$ cat src/rtl/mem_arb_pkg.sv
// Shared types for the fetch/data memory arbiter: response FSM states and
// the owner tag carried with an outstanding transaction.
package mem_arb_pkg;

    typedef enum logic [1:0] {
        IDLE   = 2'd0,
        RESP_I = 2'd1,
        RESP_D = 2'd2
    } state_e;

    typedef enum logic {
        OWN_I = 1'b0,
        OWN_D = 1'b1
    } owner_e;

endpackage

$ cat src/rtl/mem_arbiter_starve_counter.sv
// Counts consecutive data grants taken while fetch is waiting; saturates at
// STARVE_LIMIT so the arbiter can force one fetch grant.
module starve_counter #(
    parameter int STARVE_LIMIT = 4,
    parameter int CW           = $clog2(STARVE_LIMIT + 1)
) (
    input  logic          clk,
    input  logic          rst,
    input  logic          i_inc,
    input  logic          i_clr,
    output logic [CW-1:0] o_count
);

    localparam logic [CW-1:0] LIMIT = CW'(STARVE_LIMIT);

    logic [CW-1:0] r_count;

    // Clear has priority; increment stops at the limit.
    always_ff @(posedge clk or posedge rst) begin
        if (rst) begin
            r_count <= {CW{1'b0}};
        end else if (i_clr) begin
            r_count <= {CW{1'b0}};
        end else if (i_inc && (r_count != LIMIT)) begin
            r_count <= r_count + CW'(1'b1);
        end else begin
            r_count <= r_count;
        end
    end

    assign o_count = r_count;

endmodule

$ cat src/rtl/mem_arbiter.sv
// Two-port (fetch/data) arbiter onto a single-cycle SRAM: data has priority
// unless fetch has been starved, one transaction per cycle, one-cycle response.
module mem_arbiter
    import mem_arb_pkg::*;
#(
    parameter int ADDRESS_WIDTH = 32,
    parameter int DATA_WIDTH    = 32,
    parameter int SIZE          = 12,
    parameter int STARVE_LIMIT  = 4
) (
    input  logic                      clk,
    input  logic                      rst,
    input  logic                      i_req,
    input  logic [ADDRESS_WIDTH-1:0]  i_addr,
    output logic                      i_gnt,
    output logic                      i_rvalid,
    output logic [DATA_WIDTH-1:0]     i_rdata,
    output logic                      i_err,
    input  logic                      d_req,
    input  logic                      d_we,
    input  logic [DATA_WIDTH/8-1:0]   d_be,
    input  logic [ADDRESS_WIDTH-1:0]  d_addr,
    input  logic [DATA_WIDTH-1:0]     d_wdata,
    output logic                      d_gnt,
    output logic                      d_rvalid,
    output logic [DATA_WIDTH-1:0]     d_rdata,
    output logic                      d_err,
    output logic                      mem_en,
    output logic                      mem_we,
    output logic [DATA_WIDTH/8-1:0]   mem_be,
    output logic [SIZE-1:0]           mem_addr,
    output logic [DATA_WIDTH-1:0]     mem_wdata,
    input  logic [DATA_WIDTH-1:0]     mem_rdata
);

    localparam int BW   = DATA_WIDTH / 8;
    localparam int CW   = $clog2(STARVE_LIMIT + 1);
    localparam int HI_W = ADDRESS_WIDTH - SIZE - 2;
    localparam logic [CW-1:0] LIMIT = CW'(STARVE_LIMIT);

    logic          w_i_in_range;
    logic          w_d_in_range;
    logic          w_starved;
    logic          w_i_gnt;
    logic          w_d_gnt;
    logic [CW-1:0] w_count;
    logic          w_unused_addr_bits;

    state_e        r_state;
    owner_e        r_owner;
    logic          r_err;
    logic          r_wr;
    logic          r_i_rvalid;
    logic          r_d_rvalid;
    logic          r_i_err;
    logic          r_d_err;

    assign w_i_in_range       = (i_addr[ADDRESS_WIDTH-1:SIZE+2] == {HI_W{1'b0}});
    assign w_d_in_range       = (d_addr[ADDRESS_WIDTH-1:SIZE+2] == {HI_W{1'b0}});
    assign w_starved          = i_req && (w_count == LIMIT);
    assign w_unused_addr_bits = ^{i_addr[1:0], d_addr[1:0]};

    starve_counter #(
        .STARVE_LIMIT (STARVE_LIMIT),
        .CW           (CW)
    ) u_starve (
        .clk     (clk),
        .rst     (rst),
        .i_inc   (w_d_gnt && i_req),
        .i_clr   (w_i_gnt || !i_req),
        .o_count (w_count)
    );

    // Grant selection: starved fetch first, then data, then fetch.
    always_comb begin
        w_i_gnt = 1'b0;
        w_d_gnt = 1'b0;
        if (rst) begin
            w_i_gnt = 1'b0;
            w_d_gnt = 1'b0;
        end else if (w_starved) begin
            w_i_gnt = 1'b1;
        end else if (d_req) begin
            w_d_gnt = 1'b1;
        end else if (i_req) begin
            w_i_gnt = 1'b1;
        end else begin
            w_i_gnt = 1'b0;
        end
    end

    // Memory port mirrors the granted requester; out-of-range grants leave it idle.
    always_comb begin
        mem_en    = 1'b0;
        mem_we    = 1'b0;
        mem_be    = {BW{1'b0}};
        mem_addr  = {SIZE{1'b0}};
        mem_wdata = {DATA_WIDTH{1'b0}};
        if (w_d_gnt && w_d_in_range) begin
            mem_en    = 1'b1;
            mem_we    = d_we;
            mem_be    = d_be;
            mem_addr  = d_addr[SIZE+1:2];
            mem_wdata = d_wdata;
        end else if (w_i_gnt && w_i_in_range) begin
            mem_en    = 1'b1;
            mem_addr  = i_addr[SIZE+1:2];
        end else begin
            mem_en    = 1'b0;
        end
    end

    // Response FSM and outstanding-transaction tags; next state follows this cycle's grant.
    always_ff @(posedge clk or posedge rst) begin
        if (rst) begin
            r_state    <= IDLE;
            r_owner    <= OWN_I;
            r_err      <= 1'b0;
            r_wr       <= 1'b0;
            r_i_rvalid <= 1'b0;
            r_d_rvalid <= 1'b0;
            r_i_err    <= 1'b0;
            r_d_err    <= 1'b0;
        end else begin
            r_i_rvalid <= w_i_gnt;
            r_d_rvalid <= w_d_gnt;
            r_i_err    <= w_i_gnt && !w_i_in_range;
            r_d_err    <= w_d_gnt && !w_d_in_range;
            if (w_i_gnt) begin
                r_state <= RESP_I;
                r_owner <= OWN_I;
                r_err   <= !w_i_in_range;
                r_wr    <= 1'b0;
            end else if (w_d_gnt) begin
                r_state <= RESP_D;
                r_owner <= OWN_D;
                r_err   <= !w_d_in_range;
                r_wr    <= d_we;
            end else begin
                r_state <= IDLE;
                r_owner <= r_owner;
                r_err   <= 1'b0;
                r_wr    <= 1'b0;
            end
        end
    end

    // Read data passes straight from memory to the owner of the pending read.
    always_comb begin
        i_rdata = {DATA_WIDTH{1'b0}};
        d_rdata = {DATA_WIDTH{1'b0}};
        case (r_state)
            RESP_I: begin
                if ((r_owner == OWN_I) && !r_err) begin
                    i_rdata = mem_rdata;
                end else begin
                    i_rdata = {DATA_WIDTH{1'b0}};
                end
            end
            RESP_D: begin
                if ((r_owner == OWN_D) && !r_err && !r_wr) begin
                    d_rdata = mem_rdata;
                end else begin
                    d_rdata = {DATA_WIDTH{1'b0}};
                end
            end
            default: begin
                i_rdata = {DATA_WIDTH{1'b0}};
                d_rdata = {DATA_WIDTH{1'b0}};
            end
        endcase
    end

    assign i_gnt    = w_i_gnt;
    assign d_gnt    = w_d_gnt;
    assign i_rvalid = r_i_rvalid;
    assign d_rvalid = r_d_rvalid;
    assign i_err    = r_i_err;
    assign d_err    = r_d_err;

endmodule

$ cat config.mk
export PLATFORM = sky130hd
export DESIGN_NAME = mem_arbiter
export DESIGN_NICKNAME = d
export VERILOG_FILES = /design/src/rtl/mem_arb_pkg.sv /design/src/rtl/mem_arbiter_starve_counter.sv /design/src/rtl/mem_arbiter.sv
export SDC_FILE = /design/constraint.sdc
export NUM_CORES = 1
export LEC_CHECK = 0
export CORE_AREA = 3 3 100 102
export DETAILED_ROUTE_END_ITERATION = 16
export DIE_AREA = 0 0 103 105
export MAX_ROUTING_LAYER = met4
export PLACE_DENSITY_LB_ADDON = 0.08
export SYNTH_ARGS = -nofsm -noshare
export SYNTH_HDL_FRONTEND = slang
export SYNTH_SLANG_ARGS = --single-unit
$ cat constraint.sdc
create_clock -name clk -period 3.77 [get_ports clk]
set_input_delay 0.377 -clock clk [delete_from_list [all_inputs] [get_ports clk]]
set_output_delay 0.377 -clock clk [all_outputs]
set_load 0.1 [all_outputs]
## After elaboration in Yosys (flattened, before gate mapping)

Index checks and enable logic that the tools add are counted.

| cells by class | value |
|---|---|
| reduce and logical (&&, ||, !) cells | 20 |
| equal/unequal tests | 4 |
| $add $sub $neg | 1 |
| bitwise logic cells | 1 |
| multiplexer cells | 28 |

Operators by type and width:

| kind | number |
|---|---|
| 32-bit two-way mux | 5 |
| 18-bit zero test | 2 |
| 12-bit two-way mux | 2 |
| 1-bit two-way mux | 16 |
| 1-bit logical AND | 10 |
| 3-bit two-way mux | 2 |
| 1-bit zero test | 5 |
| 2-bit two-way mux | 2 |
| 4-bit two-way mux | 1 |
| 2-bit nonzero test | 2 |
| 3-bit by 1-bit adder with 3-bit output (second input constant) | 1 |
| 3-bit equality test (second input constant) | 1 |
| 3-bit inequality test (second input constant) | 1 |
| 2-bit by 1-bit equality test with 1-bit output (second input constant) | 1 |
| 2-bit equality test (second input constant) | 1 |
| 1-bit logical OR | 1 |
| 1-bit NOT | 1 |

| storage, ports and cells | value |
|---|---|
| word-level logic and storage cells | 63 |
| bits of input ports | 137 |
| bits in registers | 12 |
| output and inout port bits | 120 |

## Longest topological paths before layout

Gate-level depths: netlist of run 1.

| logic depth | value |
|---|---|
| depth after elaboration | 8 |
| mapped depth | 8 |

## Modules after synthesis

A second synthesis of run 1 with hierarchy kept.

| second synthesis, totals | value |
|---|---|
| cells, all modules | 200 |
| area, all modules | 1520.2 um2 |

Modules (own cells, without submodules):

| module | cells an instance | area each (um2) | times used | sequential area each (um2) |
|---|---|---|---|---|
| mem_arbiter | 182 | 1322.5 | 1 | 200.2 |
| starve_counter | 18 | 197.7 | 1 | 75.1 |

## Least setup slack after synthesis of run 1

Ideal clock, no wire load.

| timing path | value |
|---|---|
| path kind | flip-flop to output port |
| start | register r_state[0] |
| end | output port i_rdata[10] |
| path slack | 943 ps |
| buffers on the path | 1 |
| stages on the path, launching flop included | 4 |
| arrival time | 2450 ps |
| data required time | 3393 ps |
| cells stage by stage | dfrtp_1 > nor4b_1 > clkbuf_1 > and2_1 |

| between the ends | value |
|---|---|
| longest elaborated chain between the ends | 2 |

Ends and longest elaborated chain:

| what | RTL line | text |
|---|---|---|
| start: declaration | mem_arbiter.sv:49 | `state_e r_state;` |
| start signal: assignment | mem_arbiter.sv:116 | `r_state <= IDLE;` |
| start signal: assignment | mem_arbiter.sv:130 | `r_state <= RESP_I;` |
| start signal: assignment | mem_arbiter.sv:135 | `r_state <= RESP_D;` |
| 2-bit by 1-bit equality test with 1-bit output | mem_arbiter.sv:152 | `case (r_state)` |
| 32-bit two-way mux | mem_arbiter.sv:152 |  |
| end: declaration | mem_arbiter.sv:17 | `output logic [DATA_WIDTH-1:0] i_rdata,` |

Every way passes these cells.

## Worst setup path after layout of run 1

| timing path | value |
|---|---|
| start | register u_starve.r_count[0], in the netlist u_starve.o_count[0] |
| end | output port mem_addr[8] |

| between the ends | value |
|---|---|
| longest elaborated chain between the ends | 7 |
| elaborated cells between the ends (all ways) | 10 |

Ends and longest elaborated chain:

| what | RTL line | text |
|---|---|---|
| start: declaration | mem_arbiter_starve_counter.sv:16 | `logic [CW-1:0] r_count;` |
| start signal: assignment | mem_arbiter_starve_counter.sv:21 | `r_count <= {CW{1'b0}};` |
| start signal: assignment | mem_arbiter_starve_counter.sv:23 | `r_count <= {CW{1'b0}};` |
| start signal: assignment | mem_arbiter_starve_counter.sv:25 | `r_count <= r_count + CW'(1'b1);` |
| 3-bit equality test * | mem_arbiter.sv:60 | `assign w_starved = i_req && (w_count == LIMIT);` |
| 1-bit logical AND * | mem_arbiter.sv:60 |  |
| 1-bit two-way mux | mem_arbiter.sv:81 | `end else if (w_starved) begin` |
| 1-bit two-way mux | mem_arbiter.sv:78 | `if (rst) begin` |
| 1-bit logical AND | mem_arbiter.sv:105 | `end else if (w_i_gnt && w_i_in_range) begin` |
| 12-bit two-way mux | mem_arbiter.sv:105 |  |
| 12-bit two-way mux * | mem_arbiter.sv:99 | `if (w_d_gnt && w_d_in_range) begin` |
| end: declaration | mem_arbiter.sv:31 | `output logic [SIZE-1:0] mem_addr,` |

Mark *: on every way between the ends. The rest lies on a longest branch, timed or not.

==> flow_summary.json, run 1 <==
{
  "status": "completed",
  "final.fill_count": 962,
  "slew_violations": 0,
  "yosysUniqueCellTypes": 28,
  "fmax_mhz": 339.9,
  "numPortBuffers": 252,
  "cts.sinks": 11,
  "yosys_register_bits": 11,
  "multi_input_area_sq_um": 1049,
  "synth_edf_count": 0,
  "max_stage_delay_ns": 0.71,
  "initialDrtViolationCount": 62,
  "yosys.area.top_type_share_pct": 45.62,
  "holdWs_ns": 0.5138,
  "layout_common_cells": "clkdlybuf4s50_1 (136), buf_4 (105), and2_1 (102)",
  "syn_area_per_cell_sq_um": 7.401,
  "seqPwrFrac_pct": 22.5,
  "drcViolationCount": 0,
  "setup_tns_ns": 0,
  "path_class": "reg2out",
  "insertion_delay_ns": 0.24,
  "seq_area_sq_um": 275.3,
  "net-switching-power_w": 0.0002142,
  "cap_viol_max_count": 0,
  "period_needed_ns": 2.942,
  "cts_root_buffer": "clkbuf_8",
  "initial_core_util_pct": 15.21,
  "hold_path_class": "reg2reg",
  "setup_violations": 0,
  "yosysWarnings": 0,
  "p_comb_share_pct": 56.9,
  "powerDensity_nw_per_um2": 143.3,
  "rows": 35,
  "async_reset_ff_share_pct": 100.0,
  "crit_family": "simple AND/OR/NAND/NOR gates",
  "finalWirelength_mm": 7.952,
  "synth_ff_type": "dfrtp_1",
  "intPower_w": 0.0003515,
  "nNetsFinal": 575,
  "tightest_slew_ns": 1.025,
  "slowest_stage": "nor4_4",
  "drive_gt1_share_pct": 31.26,
  "gr-total-overflow": 0,
  "fp.dieH_um": 105,
  "dr.pass1.iters": 4,
  "p_clk_share_pct": 20.6,
  "cp.depth": 7,
  "wl_per_cell_um": 14.56,
  "start_kind": "register",
  "critPathRequiredTime_ns": 3.39,
  "yosys.area.top_type": "and2_1",
  "cp_max_fo": 14,
  "area_delta_synth_final_pct": 182.2,
  "dp_hpwl_mm": 7.176,
  "cts_setup_buffers": 0,
  "yosysSeqAreaShare_pct": 19.68,
  "skew_ns": 0.004566,
  "die_w_um": 103,
  "path_buf_inv": 2,
  "swShare_pct": 37.86,
  "clkTransAtPathRegs_ns": 0.05,
  "endpoint_kind": "primary output",
  "die_area_sq_um": 10820,
  "cts_buffer_depth": 2,
  "hold_buffers": 0,
  "crit_chain": "inv_1 -> ha_1 -> nand2_1 -> a211o_4 -> nor4_4 -> a22o_2 -> buf_12",
  "ant_nets": 0,
  "grt_pass1_vias": 2186,
  "min_period_over_period_pct": 78.03,
  "htree_levels": 1,
  "num_vias": 2235,
  "ff2ff_path_depth": 6,
  "grt_max_degree": 50,
  "gp_routability_congestion": 0.7486,
  "final_common_cell": "clkdlybuf4s50_1",
  "slew-limit-headroom_pct": 31.42,
  "cts_tree": "done",
  "synth_area_sq_um": 1399,
  "synth.area.top_cells": "and2_1 (46%), dfrtp_1 (20%), a22o_2 (6.4%)",
  "coreArea_sq_um": 9196,
  "io_pins": 257,
  "synthesis.nets": 328,
  "numCtsBuffers": 3,
  "cp.arrival_ns": 2.56,
  "hold_viol_final": 0,
  "rsz0062_at_grt": "no",
  "ctsResizeCount": 0,
  "syn_inst": 189,
  "antenna_found_initial": 0,
  "vdd_drop_max_mv": 0.07592,
  "hold_depth": 2,
  "grt_pass1_wl_mm": 11.05,
  "antenna_cells": 0,
  "grt_usage_pct": 13.71,
  "leakage_nw": 1.874,
  "avgViaCountPerCell": 4.093
}
[worst register-to-register path: cells and delay by family (launching register included)]
| kind | cells | cell delay, ns |
|---|---|---|
| AO/OA/AOI/OAI | 2 | 0.45 |
| adder cells (fa/ha/maj) | 1 | 0.20 |
| buffers and inverters | 1 | 0.09 |
| AND/OR/NAND/NOR | 2 | 0.80 |
| flip-flops | 1 | 0.39 |
[metrics by stage]
stage | instances | power (W) | area [sq um] | utilization [%] | setup WS, ns
4_1_cts | 546 | 0.0005734 | 3948 | 42.93 | 0.7799
2_1_floorplan | 189 | 0.0002799 | 1399 | - | 0.9428
5_1_grt | 546 | 0.0005932 | 3948 | 42.93 | 0.6037
3_5_place_dp | 542 | 0.0004540 | 3902 | 42.44 | 0.8617
3_3_place_gp | 542 | 0.0004507 | 3902 | 42.44 | 0.8032
6_report | 546 | 0.0005657 | 3948 | 42.93 | 0.8282
[power groups by stage]
stage          clock (W)  combinational, W  sequential (W)
6_report        0.000116          0.000322        0.000127
5_1_grt         0.000127          0.000338        0.000128
4_1_cts         0.000121          0.000325        0.000127
3_5_place_dp           0          0.000325        0.000129
3_3_place_gp           0          0.000322        0.000129
2_1_floorplan          0          0.000137        0.000143
[final timing paths]
check                                                start             endpoint  slack, ns
setup / recovery           u_starve.o_count[0]$_DFFE_PP0P_          mem_addr[8]       0.83
hold / removal                         r_owner$_DFFE_PP0P_  r_owner$_DFFE_PP0P_       0.51
setup reg to reg           u_starve.o_count[0]$_DFFE_PP0P_      r_err$_DFF_PP0_       1.67
hold reg to reg                        r_owner$_DFFE_PP0P_  r_owner$_DFFE_PP0P_       0.51
max in group asynchronous                              rst      i_err$_DFF_PP0_       2.83
min in group asynchronous                              rst   d_rvalid$_DFF_PP0_       0.63
[layout make-up]
| type | count | share of cell area (%) |
|---|---|---|
| Timing Repair Buffer | 254 | 61.05 |
| Multi-Input combinational cell | 158 | 26.56 |
| Sequential cell | 11 | 6.973 |
| Tap cell | 111 | 3.518 |
| Clock buffer | 4 | 1.141 |
| Inverter | 8 | 0.7607 |
[layer usage]
| layer | global-route usage (%) | routed length [um] |
|---|---|---|
| met1 | 11.63 | 2404 |
| met2 | 28.00 | 4502 |
| met3 | 4.406 | 1037 |
| met4 | 2.498 | 8 |
| met5 | - | 0 |
[logic make-up (layout without fill, tap and decap cells)]
family | count (synthesis) | count (layout) | synth area share (%)
AO/OA/AOI/OAI | 19 | 19 | 11.90
AND/OR/NAND/NOR | 137 | 137 | 60.38
flip-flops | 11 | 11 | 19.68
buffers and inverters | 20 | 266 | 6.261
adder cells (fa/ha/maj) | 2 | 2 | 1.789
[flip-flops by register name, indices dropped and copies added (netlist names)]
signal and flops:
i_err 1, r_err 1, d_err 1, d_rvalid 1
r_wr 1, r_owner 1, u_starve.o_count 3, r_state 2
[synthesized netlist by cell type, drive strengths merged, types with 3 or more instances]
library cell and instances:
a22o 12, and2 102, clkbuf 10, dfrtp 11, inv 8, nand2 10
nor2 6, nor4 8, o21ai 3
Note: power is estimated with default switching activity, not from simulation.
==> run 2, diff against run 1 <==
CORE_AREA = 3 3 98 100   (was 3 3 100 102)
DIE_AREA = 0 0 101 103   (was 0 0 103 105)
clock period = 2.4 ns   (was 3.77 ns; I/O delays follow)
==> flow_summary.json, run 2 (synthesis results as in run 1) <==
{
  "fmax_mhz": 415.4,
  "cts_tree": "done",
  "gp_routability_congestion": 0.7487,
  "ant_nets": 0,
  "finalWorstSetupSlack_ns": -0.007373,
  "slew-limit-headroom_pct": 70.60,
  "hold_buffers": 0,
  "critPathRequiredTime_ns": 2.16,
  "initial_core_util_pct": 15.96,
  "gr-total-overflow": 0,
  "cts.sinks": 11,
  "insertion_delay_ns": 0.23,
  "wl_per_cell_um": 16.67,
  "drcViolationCount": 0,
  "rows": 34,
  "hold_viol_final": 0,
  "final_common_cell": "clkdlybuf4s50_1",
  "p_clk_share_pct": 18.6,
  "net-switching-power_w": 0.0003622,
  "io_pins": 257,
  "fp.dieH_um": 103,
  "min_period_over_period_pct": 100.3,
  "cp.arrival_ns": 2.17,
  "initialDrtViolationCount": 22,
  "endpoint_kind": "primary output",
  "dp_hpwl_mm": 8.032,
  "coreArea_sq_um": 8763,
  "htree_levels": 1,
  "p_comb_share_pct": 61.0,
  "path_class": "reg2out",
  "cts_root_buffer": "clkbuf_8",
  "leakage_nw": 2.346,
  "powerDensity_nw_per_um2": 178.2,
  "avgViaCountPerCell": 4.218,
  "grt_max_degree": 50,
  "status": "complete, but fails checks",
  "place_inst": 541,
  "swShare_pct": 36.88,
  "setup_violations": 6,
  "cap_viol_max_count": 0,
  "finalWirelength_mm": 9.251,
  "layout_common_cells": "clkdlybuf4s50_1 (131), buf_12 (117), and2_1 (66)",
  "antenna_cells": 0,
  "die_w_um": 101,
  "hold_path_class": "in2async",
  "clkTransAtPathRegs_ns": 0.05,
  "grt_pass1_wl_mm": 12.57,
  "ff2ff_path_depth": 9,
  "final.fill_count": 707,
  "intPower_w": 0.0006201,
  "place_area_sq_um": 5261,
  "fin_area_sq_um": 5514,
  "violations": "negative setup slack",
  "rsz0062_at_grt": "yes",
  "vdd_drop_max_mv": 0.1308,
  "largest_register_ffs": 3,
  "num_vias": 2341,
  "die_area_sq_um": 10400,
  "grt_usage_pct": 16.07,
  "cp_max_fo": 7,
  "nNetsFinal": 587,
  "start_kind": "register",
  "slew_violations": 0,
  "numPortBuffers": 252,
  "skew_ns": 0.006404,
  "numCtsBuffers": 3,
  "period_needed_ns": 2.407,
  "antenna_found_initial": 0,
  "tightest_slew_ns": 0.4406,
  "drive_gt1_share_pct": 44.30,
  "area_delta_synth_final_pct": 294.2,
  "fin_total_pwr_w": 0.0009823,
  "dr.pass1.iters": 4,
  "cts_buffer_depth": 2,
  "finalNonFillerCells": 555,
  "grt_pass1_vias": 2381,
  "seqPwrFrac_pct": 20.4
}
==> run 2: cell count changes in the layout (fill, tap and decap cells not counted), moves of 3 or more <==
| cell | before | now |
|---|---|---|
| a22o_1 | 3 | 0 |
| a22o_2 | 9 | 0 |
| a22o_4 | 0 | 12 |
| and2_1 | 102 | 66 |
| and2_2 | 0 | 31 |
| and2_4 | 0 | 5 |
| buf_12 | 13 | 117 |
| buf_4 | 105 | 16 |
| clkdlybuf4s50_1 | 136 | 131 |
==> run 2: layout make-up <==
cell class / count / area, sq um / area share, %
clock buffer: 4 / 45.04 / 0.8169
inverter: 8 / 30.03 / 0.5446
multi-input combinational: 158 / 1216 / 22.06
sequential: 11 / 276.5 / 5.015
tap: 108 / 135.1 / 2.451
timing repair buffer: 266 / 3811 / 69.12
==> run 2: critical path, cell delays in order, from the launching register on <==
cell and delay (ns):
dfrtp_1 0.39, inv_2 0.09, ha_4 0.14, nand2_2 0.06, a211o_4 0.36, nor4_4 0.29, buf_4 0.16, clkbuf_16 0.14
a22o_4 0.12, buf_12 0.16
==> run 2: worst paths after layout <==
check | slack (ns) | end | startpoint
max | -0.007 | mem_addr[11] | u_starve.o_count[0]$_DFFE_PP0P_
min | 0.16 | d_rvalid$_DFF_PP0_ | rst
max reg2reg | 0.49 | r_err$_DFF_PP0_ | u_starve.o_count[0]$_DFFE_PP0P_
min reg2reg | 0.54 | r_owner$_DFFE_PP0P_ | r_owner$_DFFE_PP0P_
max in group asynchronous | 1.91 | r_state[0]$_DFF_PP0_ | rst
min in group clk | 0.41 | u_starve.o_count[0]$_DFFE_PP0P_ | rst
==> run 2: through the flow <==
step	hold WS, ns	utilization [%]	setup slack, ns	TNS (ns)
after floorplan	0.09237	-	0.01354	0
after detailed placement	0.5268	60.04	0.1323	0
after CTS	0.4967	61.46	-0.01955	-0.08645
after global placement	0.5040	60.04	0.1687	0
after global routing	0.2055	62.92	-0.07934	-0.6653
final	0.1580	62.92	-0.007373	-0.02402
==> run 2: layer usage <==
| metal | share of wire, % | global-route usage [%] | vias to the layer above |
|---|---|---|---|
| met5 | 0 | - | - |
| met4 | 0.97 | 2.761 | 0 |
| met3 | 9.5 | 3.383 | 6 |
| met2 | 55 | 29.97 | 158 |
| met1 | 35 | 17.83 | 1045 |
| li1 | - | - | 1132 |
==> run 2: power groups by stage <==
| stage | Clock, W | Combinational (W) | Sequential [W] |
|---|---|---|---|
| after detailed placement | 0 | 0.000584 | 0.000204 |
| final | 0.000182 | 0.000599 | 0.000201 |
| after global placement | 0 | 0.000578 | 0.000203 |
| after floorplan | 0 | 0.000217 | 0.000224 |
| after global routing | 0.000191 | 0.000626 | 0.000202 |
| after CTS | 0.000187 | 0.000591 | 0.000201 |
==> run 2: repair_timing <==
item                       4_1_cts  5_1_grt
pin swaps                        3        3
setup buffers                    6        4
resized for setup                1       26
cloned                           1        0
setup endpoints to repair       13       49
==> run 3, diff against run 2 <==
--- a/constraint.sdc
+++ b/constraint.sdc
@@ -3,2 +3,2 @@
 set_output_delay 0.24 -clock clk [all_outputs]
-set_load 0.1 [all_outputs]
+set_load 0.02 [all_outputs]
==> flow_summary.json, run 3 (synthesis results as in run 1) <==
{
  "status": "completed",
  "nNetsFinal": 599,
  "endpoint_kind": "primary output",
  "vdd_drop_max_mv": 0.1504,
  "period_needed_ns": 2.369,
  "drcViolationCount": 0,
  "dr.pass1.iters": 4,
  "antenna_found_initial": 0,
  "ant_nets": 0,
  "critPathRequiredTime_ns": 2.16,
  "io_pins": 257,
  "gp_routability_congestion": 0.7788,
  "final.fill_count": 849,
  "grt_pass1_vias": 2257,
  "leakage_nw": 1.837,
  "hold_viol_final": 0,
  "fp.dieH_um": 103,
  "cp_max_fo": 6,
  "place_inst": 555,
  "powerDensity_nw_per_um2": 173.9,
  "cts_tree": "done",
  "rows": 34,
  "antenna_cells": 0,
  "final_common_cell": "clkdlybuf4s50_1",
  "rsz0062_at_grt": "yes",
  "path_class": "reg2out",
  "grt_max_degree": 50,
  "seq_area_sq_um": 275.3,
  "min_period_over_period_pct": 98.71,
  "insertion_delay_ns": 0.24,
  "die_area_sq_um": 10400,
  "tightest_slew_ns": 0.4117,
  "final_core_util_pct": 50.03,
  "hold_path_class": "in2async",
  "num_vias": 2379,
  "cts_buffer_depth": 2,
  "initialDrtViolationCount": 25,
  "dpl_worst_slack_ns": -0.3301,
  "largest_register_ffs": 3,
  "numPortBuffers": 252,
  "fin_total_pwr_w": 0.0007625,
  "grt_pass1_wl_mm": 11.61,
  "htree_levels": 1,
  "hold_buffers": 0,
  "finalWorstSetupSlack_ns": 0.03085,
  "fmax_mhz": 422.1,
  "avgViaCountPerCell": 4.196,
  "slew-limit-headroom_pct": 72.52,
  "drive_gt1_share_pct": 21.35,
  "slew_violations": 0,
  "cp.arrival_ns": 2.13,
  "skew_ns": 0.004371,
  "holdWs_ns": 0.5160,
  "die_w_um": 101,
  "setup_violations": 0,
  "finalNonFillerCells": 567,
  "finalWirelength_mm": 9.048,
  "wl_per_cell_um": 15.96,
  "layout_common_cells": "clkdlybuf4s50_1 (201), and2_1 (102), buf_4 (28)",
  "gr-total-overflow": 0,
  "cts_root_buffer": "clkbuf_8",
  "numCtsBuffers": 3,
  "clkTransAtPathRegs_ns": 0.05,
  "grt_usage_pct": 14.91,
  "start_kind": "register",
  "cap_viol_max_count": 0,
  "initial_core_util_pct": 15.96,
  "coreArea_sq_um": 8763,
  "dp_hpwl_mm": 7.677,
  "area_delta_synth_final_pct": 213.4,
  "cts.sinks": 11,
  "multi_input_area_sq_um": 1085
}
-- run 3: worst max-delay path: stages, from the launching register on --
cell	delay (ns)
dfrtp_1	0.39
inv_2	0.07
ha_2	0.18
nand2_2	0.06
a211o_4	0.35
nor4_4	0.26
buf_4	0.18
clkbuf_16	0.14
a22o_2	0.12
buf_4	0.14
-- run 3: cell type report --
class,count,share of cell area (%)
repair buffers,278,64.18
clock buffers,4,1.027
well taps,108,3.082
multi-input cells,158,24.74
inverters,8,0.6849
flip-flops and latches,11,6.279
-- run 3: final timing paths --
| check | start | endpoint | slack [ns] | depth (start not counted) |
|---|---|---|---|---|
| worst max-delay path | u_starve.o_count[0]$_DFFE_PP0P_ | mem_addr[7] | 0.03 | 9 |
| worst min-delay path | rst | d_rvalid$_DFF_PP0_ | 0.52 | 3 |
| worst max register to register | u_starve.o_count[0]$_DFFE_PP0P_ | r_err$_DFF_PP0_ | 0.56 | 9 |
| worst min register to register | r_owner$_DFFE_PP0P_ | r_owner$_DFFE_PP0P_ | 0.52 | 2 |
| max in group asynchronous | rst | r_owner$_DFFE_PP0P_ | 1.59 | 3 |
| min in group clk | r_owner$_DFFE_PP0P_ | r_owner$_DFFE_PP0P_ | 0.52 | 2 |
-- run 3: repair_timing --
item / in CTS / in global routing
setup endpoints to repair: 45 / 38
resized for setup: 138 / 39
cloned: 0 / 4
setup buffers: 1 / 3
pin swaps: 1 / 5
-- run 3: where the power goes --
part | internal (W) | switching (W) | leakage [nW] | total [W]
Combinational | 0.000263 | 0.000115 | 1.67 | 0.000378
Clock | 0.000116 | 0.0000675 | 0.0228 | 0.000184
Sequential | 0.000195 | 0.00000560 | 0.143 | 0.000201
Total | 0.000574 | 0.000188 | 1.84 | 0.000762
-- run 3: metrics by stage --
| step | cell area (sq um) | setup TNS, ns |
|---|---|---|
| finish | 4384 | 0 |
| detailed placement | 4169 | -10.70 |
| floorplan | 1399 | 0 |
| global placement | 4169 | -10.68 |
| global route | 4384 | -0.3874 |
| CTS | 4192 | -0.01027 |
-- run 3: layer usage --
| metal | up-vias | part of all wire [%] | global-route usage [%] |
|---|---|---|---|
| met2 | 168 | 55 | 29.57 |
| met4 | 0 | 1.3 | 2.454 |
| met1 | 1044 | 31 | 14.08 |
| met3 | 12 | 12 | 4.939 |
| met5 | - | 0 | - |
| li1 | 1155 | - | - |
==> RTL edit: new RTL, flow settings as in run 2 <==
Change the parameter `SIZE` from 12 to 14.
--- a/src/rtl/mem_arbiter.sv
+++ b/src/rtl/mem_arbiter.sv
@@ -5,7 +5,7 @@
 #(
     parameter int ADDRESS_WIDTH = 32,
     parameter int DATA_WIDTH    = 32,
-    parameter int SIZE          = 12,
+    parameter int SIZE          = 14,
     parameter int STARVE_LIMIT  = 4
 ) (
     input  logic                      clk,
Ports: changed (resized mem_addr); port bits go from 257 to 259. The function was not compared with the original's and may differ.
==> RTL edit against run 2 <==
- utilization grew 8.9 points
- register-to-register slack gained 0.07 ns
- first-iteration DRC count grew to 3.7 times the old value
- final area grew 14%
- synthesized area grew 39%
- setup slack gained 0.074 ns
- synthesized cell count grew 35%
- total power grew 8.9%
- routed wire length grew 1.7%
- sequential cell count is the same
- non-clock buffer count shrank 2
- highest routed layer unchanged
==> RTL edit: results (changes against run 2) <==
{| class="wikitable"
! Metric !! Value
|-
| Wire length of the first global-routing pass || 14000 µm (+11%)
|-
| Clock-pin slew on the worst setup and hold paths || 0.05 ns (about the same)
|-
| Clock Latency Late Sink || 0.23 ns (about the same)
|-
| Count of H-tree levels built during CTS || 1 (unchanged)
|-
| Tot GR Track Use || 17.4% (+1.3 points)
|-
| Number of DRC markers in iteration 0 || 82 (+270%)
|-
| Most used DFF post-synth || dfrtp_1
|-
| Clock tree skew after final layout || 0.00615 ns (-0.000254 ns)
|-
| Critical path data arrival time || 2.09 ns (-0.08 ns)
|-
| Share of the yosys chip area belonging to registers || 14.2% (-5.5 points)
|-
| Critical-path top delay cell || nor4_1
|-
| VDD IR max || 110 µV (-16%)
|-
| Max reg flops || 3 (unchanged)
|-
| Synthesized net count || 395 (+20%)
|-
| Run status || finished clean
|-
| Number of antenna violations at the first check in global routing || 0 (unchanged)
|-
| Ant. Diodes || 0 (unchanged)
|-
| Cell area reported after detailed placement || 6080 µm² (+16%)
|-
| Maximum count of clock buffers along a single path || 2 (unchanged)
|-
| Number of distinct library cell variants in the gate-level netlist after synthesis || 36 (+29%)
|-
| Syn. warnings || 0 (unchanged)
|-
| Leak || 0.00263 µW (+12%)
|-
| Synth top area cells || and2_1 (19%), nor3_2 (19%), dfrtp_1 (14%), inv_1 (11%), o32ai_2 (6.7%)
|-
| Critical path peak fanout || 43 (+36)
|-
| Post-synthesis async set-or-reset flop share || 100% (unchanged)
|-
| Detailed-routing iteration count for the pre-antenna-repair pass || 4 (unchanged)
|-
| Largest net degree at the start of global routing || 44 (-12%)
|-
| CTS Buf Count || 3 (unchanged)
|-
| Proportion of layout cells with a drive suffix above 1 || 45.1% (+0.83 points)
|-
| Delay of the slowest cell on the worst path || 0.47 ns (+0.08 ns)
|-
| Total Nets Final || 643 (+9.5%)
|-
| Commonest cells post-synth || and2_1 (59), inv_1 (56), nor3_2 (36)
|-
| HPWL after detailed placement || 8030 µm (about the same)
|-
| Placer's final routability congestion estimate || 0.721 (-3.7%)
|-
| Path type of the worst min-delay path || input pin to asynchronous set/reset pin
|-
| Vias in the first global route || 2776 (+17%)
|-
| Clock root buffer || clkbuf_8
|-
| Port buffer count || 254 (+0.79%)
|-
| Routed wire per std cell || 15.4 µm (-7.6%)
|-
| Total number of vias || 2704 (+16%)
|-
| Pin slew with the least headroom to its limit || 0.474 ns (+0.0338 ns)
|}
## RTL edit: final timing paths
path                                            startpoint                   end  slack, ns  cells after the start
min                                                    rst       d_err$_DFF_PP0_       0.50                      2
max reg2reg                u_starve.o_count[0]$_DFFE_PP0P_       r_err$_DFF_PP0_       0.56                      7
min in group clk                       r_owner$_DFFE_PP0P_   r_owner$_DFFE_PP0P_       0.55                      1
min reg2reg                            r_owner$_DFFE_PP0P_   r_owner$_DFFE_PP0P_       0.55                      1
max                                             d_addr[18]                mem_we       0.07                      6
max in group asynchronous                              rst  r_state[0]$_DFF_PP0_       1.57                      2
## RTL edit: routing by layer
metal | track usage (%) | wire length, µm
met4 | 3.37 | 80
met5 | - | 0
met1 | 17.7 | 3100
met3 | 4.19 | 913
met2 | 33.7 | 5320
## RTL edit: worst max-delay path, delay by kind of cell
kind                   cells  cell delay, ns
and+or+nand+nor            3            0.94
buffers and inverters      3            0.87
## RTL edit: what timing repair did
item                       in CTS  in global routing
setup endpoints to repair       0                 14
buffers inserted                0                  0
gates resized for setup         0                 17
## RTL edit: power breakdown
| group | total [µW] | switching (µW) | internal, µW | leakage [µW] |
|---|---|---|---|---|
| Sequential | 201 | 6.08 | 195 | 0.000142 |
| Clock | 179 | 62.7 | 116 | 0.0000228 |
| Combinational | 690 | 363 | 327 | 0.00247 |
## RTL edit: logic make-up after synthesis
kind of cell | share of synthesized area [%]
AO/OA/AOI/OAI | 12.2
adder cells (fa/ha/maj) | 1.29
buffers and inverters | 19.2
flip-flops | 14.2
AND/OR/NAND/NOR | 53.1
## RTL edit: area by class of cell
type,instances,area [µm²]
clock buffers,4,45.0
fillers,615,2470
inverters,57,214
multi-input cells,167,1780
flip-flops and latches,11,277
well taps,108,135
repair buffers,264,3840
## RTL edit: per-stage QoR
step | instances | total power, µW | util [%] | worst slack (ns)
after floorplan | 256 | 522 | - | -0.433
after global placement | 607 | 876 | 69.4 | 0.132
after detailed placement | 607 | 884 | 69.4 | 0.123
after CTS | 611 | 1060 | 69.9 | 0.0373
after global routing | 611 | 1120 | 71.9 | -0.0110
final | 611 | 1070 | 71.9 | 0.0668
